## src/rtl/seg_chars_pkg.sv

```systemverilog
// Character codes shared by the game-mode blocks and the 7-segment scan driver.
package seg_chars_pkg;

   localparam int unsigned CODE_W     = 5;
   localparam int unsigned SEG_W      = 7;
   localparam int unsigned NUM_DIGITS = 4;
   localparam int unsigned DIGIT_W    = 2;
   localparam int unsigned DATA_W     = CODE_W * NUM_DIGITS;

   localparam logic [CODE_W-1:0] C_0      = 5'd0;
   localparam logic [CODE_W-1:0] C_1      = 5'd1;
   localparam logic [CODE_W-1:0] C_2      = 5'd2;
   localparam logic [CODE_W-1:0] C_3      = 5'd3;
   localparam logic [CODE_W-1:0] C_4      = 5'd4;
   localparam logic [CODE_W-1:0] C_5      = 5'd5;
   localparam logic [CODE_W-1:0] C_6      = 5'd6;
   localparam logic [CODE_W-1:0] C_7      = 5'd7;
   localparam logic [CODE_W-1:0] C_8      = 5'd8;
   localparam logic [CODE_W-1:0] C_9      = 5'd9;
   localparam logic [CODE_W-1:0] C_HYPHEN = 5'd10;
   localparam logic [CODE_W-1:0] C_E      = 5'd11;
   localparam logic [CODE_W-1:0] C_r      = 5'd12;
   localparam logic [CODE_W-1:0] C_L      = 5'd13;
   localparam logic [CODE_W-1:0] C_o      = 5'd17;
   localparam logic [CODE_W-1:0] C_b      = 5'd18;
   localparam logic [CODE_W-1:0] C_d      = 5'd19;
   localparam logic [CODE_W-1:0] C_BLANK  = 5'd31;

   typedef enum logic {
      PH_BLANK = 1'b0,
      PH_ON    = 1'b1
   } phase_e;

endpackage

```

## src/rtl/seg_char_decoder.sv

```systemverilog
// Character code to active-high segment pattern {g..a}; unknown codes stay dark.
module seg_char_decoder
   import seg_chars_pkg::*;
(
   input  logic [CODE_W-1:0] code_i,
   output logic [SEG_W-1:0]  pattern_c_o
);

   always_comb begin
      pattern_c_o = 7'h00;
      case (code_i)
         C_0:      pattern_c_o = 7'h3F;
         C_1:      pattern_c_o = 7'h06;
         C_2:      pattern_c_o = 7'h5B;
         C_3:      pattern_c_o = 7'h4F;
         C_4:      pattern_c_o = 7'h66;
         C_5:      pattern_c_o = 7'h6D;
         C_6:      pattern_c_o = 7'h7D;
         C_7:      pattern_c_o = 7'h07;
         C_8:      pattern_c_o = 7'h7F;
         C_9:      pattern_c_o = 7'h6F;
         C_HYPHEN: pattern_c_o = 7'h40;
         C_E:      pattern_c_o = 7'h79;
         C_r:      pattern_c_o = 7'h50;
         C_L:      pattern_c_o = 7'h38;
         C_o:      pattern_c_o = 7'h5C;
         C_b:      pattern_c_o = 7'h7C;
         C_d:      pattern_c_o = 7'h5E;
         default:  pattern_c_o = 7'h00;
      endcase
   end

endmodule

```

## src/rtl/seg_scan_driver.sv

```systemverilog
// 4-digit multiplexed 7-segment driver with per-slot blanking and frame-aligned input capture.
module seg_scan_driver
   import seg_chars_pkg::*;
#(
   parameter int unsigned DIGIT_TICKS = 100_000,
   parameter int unsigned BLANK_TICKS = 1_000,
   parameter bit          ACTIVE_LOW  = 1'b1
) (
   input  logic              clk,
   input  logic              reset,
   input  logic [DATA_W-1:0] seg_data,
   input  logic [3:0]        dp_in,
   output logic [3:0]        an,
   output logic [SEG_W-1:0]  seg,
   output logic              dp,
   output logic              frame_tick
);

   localparam int unsigned TICK_W = (DIGIT_TICKS > 1) ? $clog2(DIGIT_TICKS) : 1;
   localparam logic [TICK_W-1:0] TICK_LAST = TICK_W'(DIGIT_TICKS - 1);
   localparam logic [TICK_W-1:0] BLANK_LIM = TICK_W'(BLANK_TICKS);

   logic [TICK_W-1:0]                 tick_q, tick_d;
   logic [DIGIT_W-1:0]                digit_q, digit_d;
   logic [NUM_DIGITS-1:0][CODE_W-1:0] shadow_data_q, shadow_data_d;
   logic [NUM_DIGITS-1:0]             shadow_dp_q, shadow_dp_d;
   logic [NUM_DIGITS-1:0]             an_q, an_d;
   logic [SEG_W-1:0]                  seg_q, seg_d;
   logic                              dp_q, dp_d;
   logic                              frame_tick_q, frame_tick_d;

   phase_e             phase_c;
   logic [CODE_W-1:0]  cur_code_c;
   logic [SEG_W-1:0]   pattern_c;
   logic [NUM_DIGITS-1:0] an_hi_c;
   logic [SEG_W-1:0]   seg_hi_c;
   logic               dp_hi_c;

   assign cur_code_c = shadow_data_q[digit_q];

   seg_char_decoder u_dec (
      .code_i      (cur_code_c),
      .pattern_c_o (pattern_c)
   );

   always_ff @(posedge clk) begin
      if (reset) begin
         tick_q        <= '0;
         digit_q       <= '0;
         shadow_data_q <= {NUM_DIGITS{C_BLANK}};
         shadow_dp_q   <= '0;
         an_q          <= {NUM_DIGITS{ACTIVE_LOW}};
         seg_q         <= {SEG_W{ACTIVE_LOW}};
         dp_q          <= ACTIVE_LOW;
         frame_tick_q  <= 1'b0;
      end else begin
         tick_q        <= tick_d;
         digit_q       <= digit_d;
         shadow_data_q <= shadow_data_d;
         shadow_dp_q   <= shadow_dp_d;
         an_q          <= an_d;
         seg_q         <= seg_d;
         dp_q          <= dp_d;
         frame_tick_q  <= frame_tick_d;
      end
   end

   // Counters, frame-boundary snapshot and registered pin values for the current slot.
   always_comb begin
      tick_d        = tick_q + TICK_W'(1);
      digit_d       = digit_q;
      shadow_data_d = shadow_data_q;
      shadow_dp_d   = shadow_dp_q;
      frame_tick_d  = 1'b0;
      an_hi_c       = '0;
      seg_hi_c      = '0;
      dp_hi_c       = 1'b0;
      phase_c       = PH_BLANK;

      if (tick_q == TICK_LAST) begin
         tick_d  = '0;
         digit_d = digit_q + DIGIT_W'(1);
         if (digit_q == DIGIT_W'(NUM_DIGITS - 1)) begin
            shadow_data_d = seg_data;
            shadow_dp_d   = dp_in;
            frame_tick_d  = 1'b1;
         end
      end

      if (tick_q >= BLANK_LIM) begin
         phase_c = PH_ON;
      end

      if (phase_c == PH_ON) begin
         an_hi_c[digit_q] = 1'b1;
         seg_hi_c         = pattern_c;
         dp_hi_c          = shadow_dp_q[digit_q];
      end

      an_d  = an_hi_c ^ {NUM_DIGITS{ACTIVE_LOW}};
      seg_d = seg_hi_c ^ {SEG_W{ACTIVE_LOW}};
      dp_d  = dp_hi_c ^ ACTIVE_LOW;
   end

   assign an         = an_q;
   assign seg        = seg_q;
   assign dp         = dp_q;
   assign frame_tick = frame_tick_q;

endmodule

```

## config.mk

```make
export PLATFORM = sky130hd
export DESIGN_NAME = seg_scan_driver
export DESIGN_NICKNAME = d
export VERILOG_FILES = /design/src/rtl/seg_chars_pkg.sv /design/src/rtl/seg_char_decoder.sv /design/src/rtl/seg_scan_driver.sv
export SDC_FILE = /design/constraint.sdc
export NUM_CORES = 1
export LEC_CHECK = 0
export ABC_AREA = 1
export ABC_CLOCK_PERIOD_IN_PS = 3500
export BUFFER_PORTS_ARGS = -buffer_cell sky130_fd_sc_hd__buf_2
export CAP_MARGIN = 5
export CORE_ASPECT_RATIO = 0.9
export CORE_MARGIN = 1
export CORE_UTILIZATION = 64
export CTS_BUF_LIST = sky130_fd_sc_hd__clkbuf_8
export DETAILED_ROUTE_END_ITERATION = 16
export PLACE_DENSITY = 0.91
export SETUP_SLACK_MARGIN = 0.15
export SYNTH_ARGS = -nofsm -noshare
export SYNTH_HDL_FRONTEND = slang
export SYNTH_HIERARCHICAL = 1
export SYNTH_SLANG_ARGS = --single-unit
```

## constraint.sdc

```tcl
create_clock -name clk -period 3.5 [get_ports clk]
set_input_delay 0.35 -clock clk [delete_from_list [all_inputs] [get_ports clk]]
set_output_delay 0.35 -clock clk [all_outputs]
set_load 0.02 [all_outputs]
```

==> run metrics <==
vias per inst ~5.6; setup TNS 0 ns; initial antenna violation count 0; syn avg cell area between 7 and 8 µm²; Gate power share 0.030; Post-DP Area 0.00295 mm²; Mapped Cells 380; internal power 858 µW; status finished, final reports clean; Post-synth EDFFs 0; clock sinks 56; CTS clk-pin slew, worst paths around 0.090 ns; Residual DRC 0; slew margin rel. 0.425; Setup crit end seg[3]$_SDFF_PP1_; RSZ-0062 raised after global routing no; synthesized cell area around 0.0028 mm²; IO Pins 39; Post-Syn Nets 418; Tcrit/Tclk final 0.751; Final ANT Viol Nets 0; via count approximately 2600; Antenna Cells 0; clock share of power 0.366; Synth Warn # 6; GRT Overall Usage 0.286; CP Max Fanout 16; DR pass1 iterations 5; post_cts resized 0; sw frac 0.193; sequential share of the synthesized area 0.402; synth-to-layout area growth 9.42%; CP arrival 2.79 ns; Reg2Reg Setup Slack about 0.87 ns; XOR/XNOR Fraction of Synth Area 0.0220; Placed Cells about 450; worst r2r dst seg[3]$_SDFF_PP1_; worst reg-to-reg path cell count 12; most frequent cells in the layout 82 x nand2_1, 56 x dfxtp_1, 52 x nand3_1; Setup Buffers After CTS 0; Die ar. 0.00463 mm²; final setup fails 0; CTS tree built; crit path launch type register; Non-Filler Instances 458; Reg-to-Reg Start digit_q[0]$_SDFFE_PP0P_; largest family of logic cells by synthesized area simple AND/OR/NAND/NOR gates; fin nets between 400 and 500; row count 22; Skew-Pair Late Insertion Delay 0.30 ns; die height 64.6 µm; final max-slew violation count 0; Yosys reg bits 56; hpwl dp 4.20 mm; endpoints failing hold 0; Setup crit start digit_q[0]$_SDFFE_PP0P_; static leakage 0.00140 µW; proportion of layout cells with a drive suffix above 1 0.161; proportion of power drawn by flip-flops and latches 0.604; wire per inst 13.3 µm; Max rail drop VDD 0.287 mV; Die Wd 71.6 µm; simple-gate area share of the yosys netlist 0.369; I/O Buffers 38; total wire length 6.10 mm; global-route wire length before repair roughly 10 mm; Compound-Gate Fraction of Synth Area 0.0736; WP data required 3.66 ns; Least-Margin Pin Slew 0.863 ns; synth unique cells 30; Max Clk Rate 380 MHz; hold crit path type input pin to register; multiplexer area fraction after synthesis 0; vias in the first global route 2172; most common cell after layout, fill and taps aside nand2_1; GPL Wtd Cong 0.910; Inserted Clock Buffers 5; CP Capture Type register; Final Skew roughly 0.0085 ns; CTS Hold Bufs 0; Synth Area in Adders 0.0538; crit path kind register to register; Async S/R FF share, synth 0; grt total ovfl 0; Max Cap Violations 0; Top FF cell, synth dfxtp_1; Final Total Pwr 1060 µW; power per cell area around 350 mW/mm²; Clock Tree Buf Depth 2; Final min period 2.63 ns; Filler cells 321; net load switching power between 200 and 250 µW; H-tree depth 2; CTS Root Cell clkbuf_8; pin count of the biggest net entering global routing 40; Multi-input gate area 0.00145 mm²; DRT iter0 DRCs 276; register area 0.00112 mm²; cell area after layout 0.00305 mm²; Initial Util 0.675; core area 0.00413 mm²
[Yosys cell counts, types with 2 or more instances]
master     n  share of area
a21oi_1   11          0.020
buf_2      3         0.0054
buf_4      2         0.0054
buf_6      4          0.016
clkbuf_1   6         0.0081
dfxtp_1   56           0.40
ha_1      12          0.054
inv_1     29          0.039
inv_2      3         0.0040
nand2_1   82           0.11
nand2_2    4         0.0090
nand3_1   52          0.093
nand4_1   19          0.043
nor2_1    41          0.055
nor2_2     5          0.011
nor3_1     9          0.016
o211ai_1   2         0.0054
o21ai_0   18          0.032
o22ai_1    5          0.011
xor2_1     7          0.022
[layout make-up]
| type | count | share of cell area |
|---|---|---|
| multi-input combinational | 276 | 0.474 |
| sequential | 56 | 0.367 |
| timing repair buffer | 40 | 0.0672 |
| inverter | 32 | 0.0394 |
| clock buffer | 5 | 0.0226 |
| tap | 48 | 0.0197 |
| clock inverter | 1 | 0.00984 |
[registers in the layout, indices dropped and copies added, names as in the netlist]
signal         flops
tick_q            17
shadow_dp_q        4
shadow_data_q     20
seg                7
dp                 1
frame_tick         1
an                 4
digit_q            2
[cells by family after synthesis]
family / Yosys count
adders and majority gates: 12
buffers and inverters: 48
AOI/OAI and AO/OA: 38
DFF: 56
xor gates and xnor gates: 7
and+or+nand+nor: 219
[layer usage]
metal,part of all wire,wire [µm],GRT usage,up-vias
li1,-,-,-,1311
met4,0.013,77,0.0858,0
met3,0.081,496,0.0513,9
met2,0.44,2690,0.443,128
met1,0.46,2830,0.408,1120
met5,0,0,0,-
[worst max-delay path: stages, from the launching register on]
cell     delay, ns
dfxtp_1       0.45
inv_1         0.39
o21ai_0       0.16
o22ai_1       0.41
inv_1         0.21
ha_1          0.34
nand2_1       0.06
o21ai_0       0.13
nand2_1       0.07
nand2_1       0.06
nand2_1       0.05
nand2_1       0.06
nand3_1       0.08
[power by group through the flow]
stage	Combinational, µW	Sequential, µW	Clock (µW)
CTS	31.9	642	399
global route	34.6	643	425
floorplan	14.9	656	0
global placement	30.5	657	0
detailed placement	31.8	657	0
finish	31.9	642	390
[through the flow]
step / utilization / hold WS (ns) / setup slack, ns
after global placement: 0.715 / 0.445 / 1.10
after floorplan: - / 0.422 / 1.39
after CTS: 0.739 / 0.209 / 0.900
final: 0.739 / 0.215 / 0.870
after detailed placement: 0.715 / 0.445 / 0.927
after global routing: 0.739 / 0.200 / 0.517
[how the worst min path moves through the flow]
stage,from,slack (ns),to,depth (start not counted)
global placement,shadow_data_q[6]$_SDFFE_PP1P_,0.44,shadow_data_q[6]$_SDFFE_PP1P_,2
floorplan,reset,0.42,frame_tick$_SDFF_PP0_,1
finish,reset,0.22,frame_tick$_SDFF_PP0_,2
detailed placement,shadow_data_q[6]$_SDFFE_PP1P_,0.45,shadow_data_q[6]$_SDFFE_PP1P_,2
global route,reset,0.20,frame_tick$_SDFF_PP0_,2
CTS,reset,0.21,frame_tick$_SDFF_PP0_,2
No activity file was read; power rests on OpenSTA's default activity.
